--- src/rtl/wb_slave_ctrl.sv ---
// ---------------------------------------------------------------------------
// wb_slave_ctrl
//
// Wishbone B3 classic-cycle slave that bridges the bus to a word-addressed
// synchronous memory with one cycle of read latency. It adds configurable
// wait states, byte-lane selects, address-range decode with error
// termination, abort when the master drops the cycle, and a registered
// read-data path.
//
// Parameters
//   ADDR_W      Wishbone byte-address width
//   DATA_W      data width, multiple of 8 (SEL_W = DATA_W/8 byte lanes)
//   MEM_AW      memory word-address width (2^MEM_AW words)
//   BASE_ADDR   slave base; bits [ADDR_W-1:MEM_AW+OFS] are decoded
//   WAIT_CYCLES wait states inserted before the memory access (0..15)
//
// Ports
//   clk, reset                 clock, asynchronous active-high reset
//   wb_cyc_i, wb_stb_i         bus cycle valid / strobe
//   wb_we_i                    1 = write
//   wb_adr_i, wb_sel_i         byte address / byte-lane selects
//   wb_dat_i, wb_dat_o         write data / registered read data
//   wb_ack_o, wb_err_o         normal / error termination (one cycle each)
//   mem_adr_o                  latched word address
//   mem_we_o                   per-byte write enables (one-cycle pulse)
//   mem_re_o                   read enable (one-cycle pulse)
//   mem_wdat_o                 latched write data
//   mem_rdat_i                 read data, valid one cycle after mem_re_o
//   busy_o                     high whenever the FSM is not idle
//
// state  | meaning
// -------+----------------------------------------------------------------
// IDLE   | no transfer; sample cyc & stb, decode address and selects
// ADR    | request latched; load wait counter
// WAIT   | count wait states down; frozen while stb is low
// ACCESS | one-cycle memory strobe (write enables or read enable)
// RLAT   | memory read latency; capture masked read data
// ACK    | one-cycle normal termination
// ERR    | one-cycle error termination, no memory strobe
// ---------------------------------------------------------------------------
module wb_slave_ctrl #(
    parameter int                 ADDR_W      = 32,
    parameter int                 DATA_W      = 32,
    parameter int                 MEM_AW      = 10,
    parameter logic [ADDR_W-1:0]  BASE_ADDR   = '0,
    parameter int                 WAIT_CYCLES = 1
) (
    input  logic                  clk,
    input  logic                  reset,
    input  logic                  wb_cyc_i,
    input  logic                  wb_stb_i,
    input  logic                  wb_we_i,
    input  logic [ADDR_W-1:0]     wb_adr_i,
    input  logic [DATA_W/8-1:0]   wb_sel_i,
    input  logic [DATA_W-1:0]     wb_dat_i,
    output logic [DATA_W-1:0]     wb_dat_o,
    output logic                  wb_ack_o,
    output logic                  wb_err_o,
    output logic [MEM_AW-1:0]     mem_adr_o,
    output logic [DATA_W/8-1:0]   mem_we_o,
    output logic                  mem_re_o,
    output logic [DATA_W-1:0]     mem_wdat_o,
    input  logic [DATA_W-1:0]     mem_rdat_i,
    output logic                  busy_o
);

    localparam int SEL_W   = DATA_W / 8;
    localparam int OFS     = $clog2(SEL_W);
    localparam int DEC_LSB = MEM_AW + OFS;

    localparam logic [3:0] WAIT_LD  = 4'(WAIT_CYCLES);
    localparam bit         HAS_WAIT = (WAIT_CYCLES != 0);

    typedef enum logic [2:0] {
        S_IDLE   = 3'd0,
        S_ADR    = 3'd1,
        S_WAIT   = 3'd2,
        S_ACCESS = 3'd3,
        S_RLAT   = 3'd4,
        S_ACK    = 3'd5,
        S_ERR    = 3'd6
    } state_t;

    state_t              r_state;
    state_t              w_state_nxt;

    logic [3:0]          r_wait_cnt;
    logic [MEM_AW-1:0]   r_adr;
    logic [SEL_W-1:0]    r_sel;
    logic                r_we;
    logic [DATA_W-1:0]   r_wdat;
    logic [DATA_W-1:0]   r_dat_o;

    logic                w_req;
    logic                w_hit;
    logic                w_sel_any;
    logic                w_accept;
    logic [DATA_W-1:0]   w_lane_mask;

    // Byte-offset address bits never reach the word-addressed memory.
    if (OFS > 0) begin : g_unused_ofs
        logic w_unused_ofs;
        assign w_unused_ofs = ^wb_adr_i[OFS-1:0];
    end

    assign w_req     = wb_cyc_i & wb_stb_i;
    assign w_hit     = (wb_adr_i[ADDR_W-1:DEC_LSB] == BASE_ADDR[ADDR_W-1:DEC_LSB]);
    assign w_sel_any = |wb_sel_i;
    assign w_accept  = (r_state == S_IDLE) && w_req && w_hit && w_sel_any;

    always_comb begin
        w_lane_mask = '0;
        for (int i = 0; i < SEL_W; i++) begin
            w_lane_mask[8*i +: 8] = {8{r_sel[i]}};
        end
    end

    // ------------------------------------------------------------------
    // State register
    // ------------------------------------------------------------------
    always_ff @(posedge clk or posedge reset) begin
        if (reset) begin
            r_state <= S_IDLE;
        end else begin
            r_state <= w_state_nxt;
        end
    end

    // ------------------------------------------------------------------
    // Next-state logic. A dropped cycle aborts ADR/WAIT/RLAT; ACCESS,
    // ACK and ERR always run to completion so a strobe that has been
    // issued is always terminated consistently.
    // ------------------------------------------------------------------
    always_comb begin
        w_state_nxt = r_state;
        case (r_state)
            S_IDLE: begin
                if (w_req) begin
                    if (w_hit && w_sel_any) begin
                        w_state_nxt = S_ADR;
                    end else begin
                        w_state_nxt = S_ERR;
                    end
                end
            end
            S_ADR: begin
                if (!wb_cyc_i) begin
                    w_state_nxt = S_IDLE;
                end else if (wb_stb_i) begin
                    w_state_nxt = HAS_WAIT ? S_WAIT : S_ACCESS;
                end
            end
            S_WAIT: begin
                if (!wb_cyc_i) begin
                    w_state_nxt = S_IDLE;
                end else if (wb_stb_i && (r_wait_cnt <= 4'd1)) begin
                    w_state_nxt = S_ACCESS;
                end
            end
            S_ACCESS: begin
                w_state_nxt = r_we ? S_ACK : S_RLAT;
            end
            S_RLAT: begin
                w_state_nxt = wb_cyc_i ? S_ACK : S_IDLE;
            end
            S_ACK: begin
                w_state_nxt = S_IDLE;
            end
            S_ERR: begin
                w_state_nxt = S_IDLE;
            end
            default: begin
                w_state_nxt = S_IDLE;
            end
        endcase
    end

    // ------------------------------------------------------------------
    // Wait counter: loaded in ADR, counts down in WAIT only while the
    // master keeps stb high.
    // ------------------------------------------------------------------
    always_ff @(posedge clk or posedge reset) begin
        if (reset) begin
            r_wait_cnt <= 4'd0;
        end else if (r_state == S_ADR) begin
            r_wait_cnt <= WAIT_LD;
        end else if ((r_state == S_WAIT) && wb_cyc_i && wb_stb_i && (r_wait_cnt != 4'd0)) begin
            r_wait_cnt <= r_wait_cnt - 4'd1;
        end
    end

    // ------------------------------------------------------------------
    // Request latch. Captured on the edge that moves IDLE to ADR so that
    // address and write data are already stable during ADR and stay put
    // until the next accepted request.
    // ------------------------------------------------------------------
    always_ff @(posedge clk or posedge reset) begin
        if (reset) begin
            r_adr  <= '0;
            r_sel  <= '0;
            r_we   <= 1'b0;
            r_wdat <= '0;
        end else if (w_accept) begin
            r_adr  <= wb_adr_i[DEC_LSB-1:OFS];
            r_sel  <= wb_sel_i;
            r_we   <= wb_we_i;
            r_wdat <= wb_dat_i;
        end
    end

    // ------------------------------------------------------------------
    // Registered read data; unselected lanes read as zero. Only updated
    // when the read is about to be acknowledged.
    // ------------------------------------------------------------------
    always_ff @(posedge clk or posedge reset) begin
        if (reset) begin
            r_dat_o <= '0;
        end else if ((r_state == S_RLAT) && wb_cyc_i) begin
            r_dat_o <= mem_rdat_i & w_lane_mask;
        end
    end

    // ------------------------------------------------------------------
    // Moore outputs decoded from the state register
    // ------------------------------------------------------------------
    always_comb begin
        mem_we_o = '0;
        mem_re_o = 1'b0;
        if (r_state == S_ACCESS) begin
            if (r_we) begin
                mem_we_o = r_sel;
            end else begin
                mem_re_o = 1'b1;
            end
        end
    end

    assign wb_ack_o   = (r_state == S_ACK);
    assign wb_err_o   = (r_state == S_ERR);
    assign busy_o     = (r_state != S_IDLE);
    assign wb_dat_o   = r_dat_o;
    assign mem_adr_o  = r_adr;
    assign mem_wdat_o = r_wdat;

endmodule

--- config.mk ---
export PLATFORM = sky130hd
export DESIGN_NAME = wb_slave_ctrl
export DESIGN_NICKNAME = d
export VERILOG_FILES = /design/src/rtl/wb_slave_ctrl.sv
export SDC_FILE = /design/constraint.sdc
export NUM_CORES = 1
export LEC_CHECK = 0
export ABC_CLOCK_PERIOD_IN_PS = 2100
export BUFFER_PORTS_ARGS = -buffer_cell sky130_fd_sc_hd__buf_2
export CAP_MARGIN = 20
export CORE_MARGIN = 2
export CORE_UTILIZATION = 41
export CTS_CLUSTER_SIZE = 8
export DETAILED_ROUTE_END_ITERATION = 10
export HOLD_SLACK_MARGIN = 0.1
export PLACE_DENSITY = 0.76
export SYNTH_ARGS = -nofsm -noshare
export SYNTH_HDL_FRONTEND = slang
export SYNTH_SLANG_ARGS = --single-unit
--- constraint.sdc ---
create_clock -name clk -period 2.1 [get_ports clk]
set_input_delay 0.105 -clock clk [delete_from_list [all_inputs] [get_ports clk]]
set_output_delay 0.105 -clock clk [all_outputs]
set_load 0.01 [all_outputs]
### Word level (Yosys, flattened, before mapping)

Index checks and enable logic that the tools add are counted.

| word-level totals | value |
|---|---|
| output and inout port bits | 82 |
| flip-flop bits (word level) | 86 |
| input port bits | 105 |

| cells by class | value |
|---|---|
| magnitude comparators | 1 |
| eq/ne operators | 9 |
| bitwise operators | 2 |
| add/sub/neg operators | 1 |
| reductions and logical operators | 16 |
| muxes and demuxes | 15 |

Operators by type and width:

| operator | count |
|---|---|
| $and 32x32->32 | 1 |
| $mux 3 | 7 |
| $logic_not 20->1 | 1 |
| $mux 4 | 4 |
| $pmux 3 s5 | 1 |
| $eq 3x3->1 const B | 3 |
| $logic_and 1x1->1 | 9 |
| $eq 3x2->1 const B | 2 |
| $ne 3x3->1 const B | 2 |
| $le 4x1->1 const B | 1 |
| $reduce_bool 4->1 | 1 |
| $reduce_or 4->1 | 1 |
| $sub 4x1->4 const B | 1 |
| $eq 3x1->1 const B | 1 |
| $logic_not 3->1 | 1 |
| $mux 1 | 3 |
| $reduce_and 3->1 | 1 |
| $reduce_bool 3->1 | 1 |
| $ne 2x2->1 const B | 1 |
| $reduce_bool 2->1 | 1 |
| $and 1x1->1 | 1 |

### Logic depth before layout (Yosys ltp)

| logic depth | value |
|---|---|
| depth in word-level cells | 6 |
| depth in mapped cells | 6 |
| gate-level depth less buffers | 6 |

### Least setup slack after synthesis

Ideal clock, no wire load.

| path | value |
|---|---|
| kind | register to register |
| start point | register r_state[1] |
| end point | register r_adr[3] (netlist: mem_adr_o[3]) |
| period minus slack after synthesis | 1879 ps |
| data arrival time | 1754 ps |
| library setup time | 125 ps |
| slack | 221 ps |
| cell stages (with the launch flop) | 6 |
| path through | dfrtp_1 or3_4 nor4_4 buf_6 buf_12 mux2_4 |

| between the ends | value |
|---|---|
| cells in the longest elaborated chain, start to end | 4 |

RTL lines:

| item | RTL line | source |
|---|---|---|
| start: declaration | 84 | `state_t r_state;` |
| start signal: assignment | 125 | `r_state <= w_state_nxt;` |
| $logic_not 3->1 | 109 | `assign w_accept = (r_state == S_IDLE) && w_req && w_hit && w_sel_any;` |
| $logic_and 1x1->1 (3 in a row) | 109 |  |
| end signal: assignment | 204 | `r_adr <= wb_adr_i[DEC_LSB-1:OFS];` |
| end: declaration | 88 | `logic [MEM_AW-1:0] r_adr;` |

Every way passes these cells.
A chain may end at the register's enable or synchronous reset.

### Worst setup path in the final report

| path | value |
|---|---|
| start point | input wb_sel_i[1] |
| end point | register r_wdat[4] (netlist: mem_wdat_o[4]) |

| between the ends | value |
|---|---|
| cells in the longest elaborated chain, start to end | 2 |

RTL lines:

| item | RTL line | source |
|---|---|---|
| start: declaration | 54 | `input logic [DATA_W/8-1:0] wb_sel_i,` |
| $reduce_or 4->1 | 108 | `assign w_sel_any = \|wb_sel_i;` |
| $logic_and 1x1->1 | 109 |  |
| end signal: assignment | 207 | `r_wdat <= wb_dat_i;` |
| end: declaration | 91 | `logic [DATA_W-1:0] r_wdat;` |

Every way passes these cells.

==> flow_metrics.py <==
metrics = {
    "yosys": {
        "synth_sequential_area_ratio_pct": 57.3,
        "postSynthNetCount": 420,
        "synthCells": 312,
        "synth-seq-cells": 86,
        "synth-adder-area-share_pct": 0.999,
        "syn_area_per_cell_um2": 12.0,
        "netlist_top_cells_area": "dfrtp_1 57%, mux2_4 12%, nand2_1 7.0%",
        "post_synth_and_or_nand_nor_area_fraction_pct": 13.7,
        "synth-xor-area-share_pct": 0.466,
        "ys_warn_count": 0,
        "synth_compound_gate_area_share_pct": 6.03,
        "main_combinational_cell_family_by_area_after_synthesis": "multiplexers",
        "ys_types": 35,
        "synth_top_area_cell": "dfrtp_1",
        "synth.mux.area_fraction_pct": 17.6,
        "synth_largest_type_area_fraction_pct": 57.3,
        "post_synth_instance_area_um2": 3760,
    },
    "placement": {
        "placed_cells": 593,
        "buffer_ports.inserted": 184,
        "place.gp.congestion": 0.772,
        "detailedPlacementHpwl_um": 6600,
    },
    "worst_hold_path": {
        "hold_path_class": "input pin to flop",
    },
    "global_routing": {
        "grt_first_pass_wirelength_um": 16900,
        "track_usage_pct": 21.5,
        "gr-usage-met2_pct": 40.2,
        "gr-usage-met3_pct": 4.29,
        "use_met1_pct": 24.2,
        "pin_count_of_the_biggest_net_entering_global_routing": 65,
        "global_route.overflow_total": 0,
        "grt_antenna_before_repair": 0,
        "grt_busiest_layer": "met2",
        "first_global_vias": 3623,
    },
    "routing": {
        "drcViolationCount": 0,
        "ant_nets": 0,
        "drt_first_pass_iters": 4,
        "post_drt_wl_per_cell_um": 15.3,
        "wl_um": 10600,
        "drt_first_iter_violations": 54,
        "post_drt_via_cell_ratio": 4.81,
        "route.vias.total": 3316,
    },
    "clocking": {
        "numClockSinks": 86,
        "ctsHtreeMaxLevel": 3,
        "post_cts_resized": 0,
        "worst_setup_hold_path_clk_slew_ns": 0.08,
        "tritoncts_clock_tree": "done",
        "cts_buffers": 9,
        "buffer_levels_on_the_longest_clock_path": 2,
        "clock_tree.root_cell": "clkbuf_8",
        "clock_latency_ns": 0.34,
    },
    "cells_and_area": {
        "mostFrequentLayoutCells": "184 x buf_2, 86 x dfrtp_1, 81 x dlygate4sd3_1, 70 x nand2_1, 35 x o21ai_0",
        "layout_commonest_cell": "buf_2",
        "layout_area_overhead_pct": 53.5,
        "antenna_cells": 0,
        "filler_free_cell_count_of_the_finished_design": 690,
        "number_of_nets_in_the_final_layout": 685,
        "drive_gt1_share_pct": 44.7,
    },
    "timing": {
        "fmax_mhz": 503,
        "rsz0062_at_grt": "false",
        "finalHoldViolCount": 0,
        "post-route-period-util_pct": 94.8,
        "timing.setup.tns_ns": 0,
        "timing.slew.headroom_pct": 66.0,
        "finalClockSkew_ns": 0.00751,
        "final-max-slew-violation-count": 0,
        "worst_slew_pin_slew_ns": 0.510,
        "finalWorstPathRequiredPeriod_ns": 1.99,
        "report.final.setup_viol": 0,
    },
    "floorplan": {
        "die_width_um": 99.7,
        "start_util_pct": 42.7,
        "num_rows": 34,
        "dieArea_um2": 9950,
        "design.portCount": 187,
        "core_um2": 8810,
        "fp.dieH_um": 99.7,
    },
    "pwr": {
        "leakage_component_of_the_power_nw": 3.05,
        "power.density_cell_area_nw_per_um2": 592,
        "ir_drop_uv": 392,
    },
    "worst_setup_path": {
        "setup.worst_path.start_class": "input pin",
        "r2r_slack_ns": 0.11,
        "cp-end-kind": "flop",
        "worst_ep_arrival_time_ns": 2.21,
        "cp.required_ns": 2.32,
        "critPathKind": "input pin to flop",
        "crit_path_max_fanout": 42,
    },
    "run_status": {
        "run_status": "completed",
    },
    "flow_run": {
        "maxCapViolCount": 0,
    },
}
## timing repair
| item | in CTS | in global routing |
|---|---|---|
| hold endpoints to repair | 166 | 0 |
| hold buffers | 81 | 0 |
| buffers inserted | 0 | 0 |
## sequential cells by signal, summed over array words and instances, names as in the netlist
register and flops:
mem_wdat_o 32, wb_dat_o 32, mem_adr_o 10, r_sel 4, r_wait_cnt 4, r_state 3
r_we 1
## final cells by class
cell class                 count  area (um^2)
fill                         657         3040
sequential                    86         2150
timing repair buffer         273         1820
multi-input combinational    203         1460
clock buffer                  12          135
tap                          108          135
clock inverter                 4         47.5
inverter                       4         18.8
## logic make-up after synthesis
group,count (synthesis)
AND/OR/NAND/NOR,106
flip-flops,86
multiplexers,49
AO/OA/AOI/OAI,43
buffers and inverters,23
adder cells (fa/ha/maj),3
XOR/XNOR,2
## cells in the mapped netlist
library cell	instances
xnor2_1	2
or4_1	1
and3_1	4
a31oi_1	1
nor4bb_1	1
a21oi_1	4
o21ai_0	35
o22a_1	1
and3b_1	2
mux2i_1	1
buf_12	3
mux2_4	30
nand4b_1	1
or3_1	1
inv_1	4
buf_1	4
ha_1	3
or3_4	1
nor4_4	1
nor3_1	4
or3b_2	1
nor2_1	6
nor3b_1	2
o2111ai_1	1
nor4_1	8
mux2_2	18
a211oi_1	1
nand3_1	1
or4b_2	1
nand2_1	70
buf_6	1
clkbuf_1	10
dfrtp_1	86
nand4_2	1
buf_4	1
## per-stage QoR
step / setup WS, ns / util (%) / area (um^2) / power, mW / hold WS [ns]
6_report: 0.110 / 65.5 / 5770 / 3.41 / 0.153
5_1_grt: 0.0451 / 65.5 / 5770 / 3.58 / 0.176
4_1_cts: 0.112 / 65.5 / 5770 / 3.45 / 0.139
3_5_place_dp: 0.120 / 54.2 / 4780 / 2.21 / 0.199
3_3_place_gp: 0.165 / 54.2 / 4780 / 2.19 / 0.192
2_1_floorplan: 0.221 / - / 3760 / 2.02 / 0.250
## power by group
group | leakage, nW | internal, mW | switching [mW] | total [mW]
clock | 0.0904 | 0.549 | 0.567 | 1.12
sequential | 1.19 | 1.70 | 0.0479 | 1.75
combinational | 1.77 | 0.292 | 0.257 | 0.549
total | 3.05 | 2.54 | 0.872 | 3.41
## worst max-delay path: stages
cell and delay (ns):
dlygate4sd3_1 0.55, buf_2 0.13, or4_1 0.59, nand4_2 0.19
nor4_4 0.07, buf_12 0.20, mux2_4 0.33
## per-layer routing
layer / up-vias / share of wire [%]
met5: - / 0
met1: 1552 / 39
met3: 21 / 6.1
met2: 144 / 53
met4: 0 / 2.0
li1: 1599 / -
## path summary, 6_finish.rpt
kind                         startpoint              to  cells past startpoint
setup / recovery            wb_sel_i[1]   mem_wdat_o[4]                      7
hold / removal                 wb_stb_i      r_state[1]                      3
setup reg to reg             r_state[1]  mem_wdat_o[30]                      4
hold reg to reg            wb_dat_o[29]    wb_dat_o[29]                      2
max in group asynchronous         reset    mem_adr_o[7]                      4
min in group asynchronous         reset    wb_dat_o[23]                      4
Note: power is estimated with default switching activity, not from simulation.
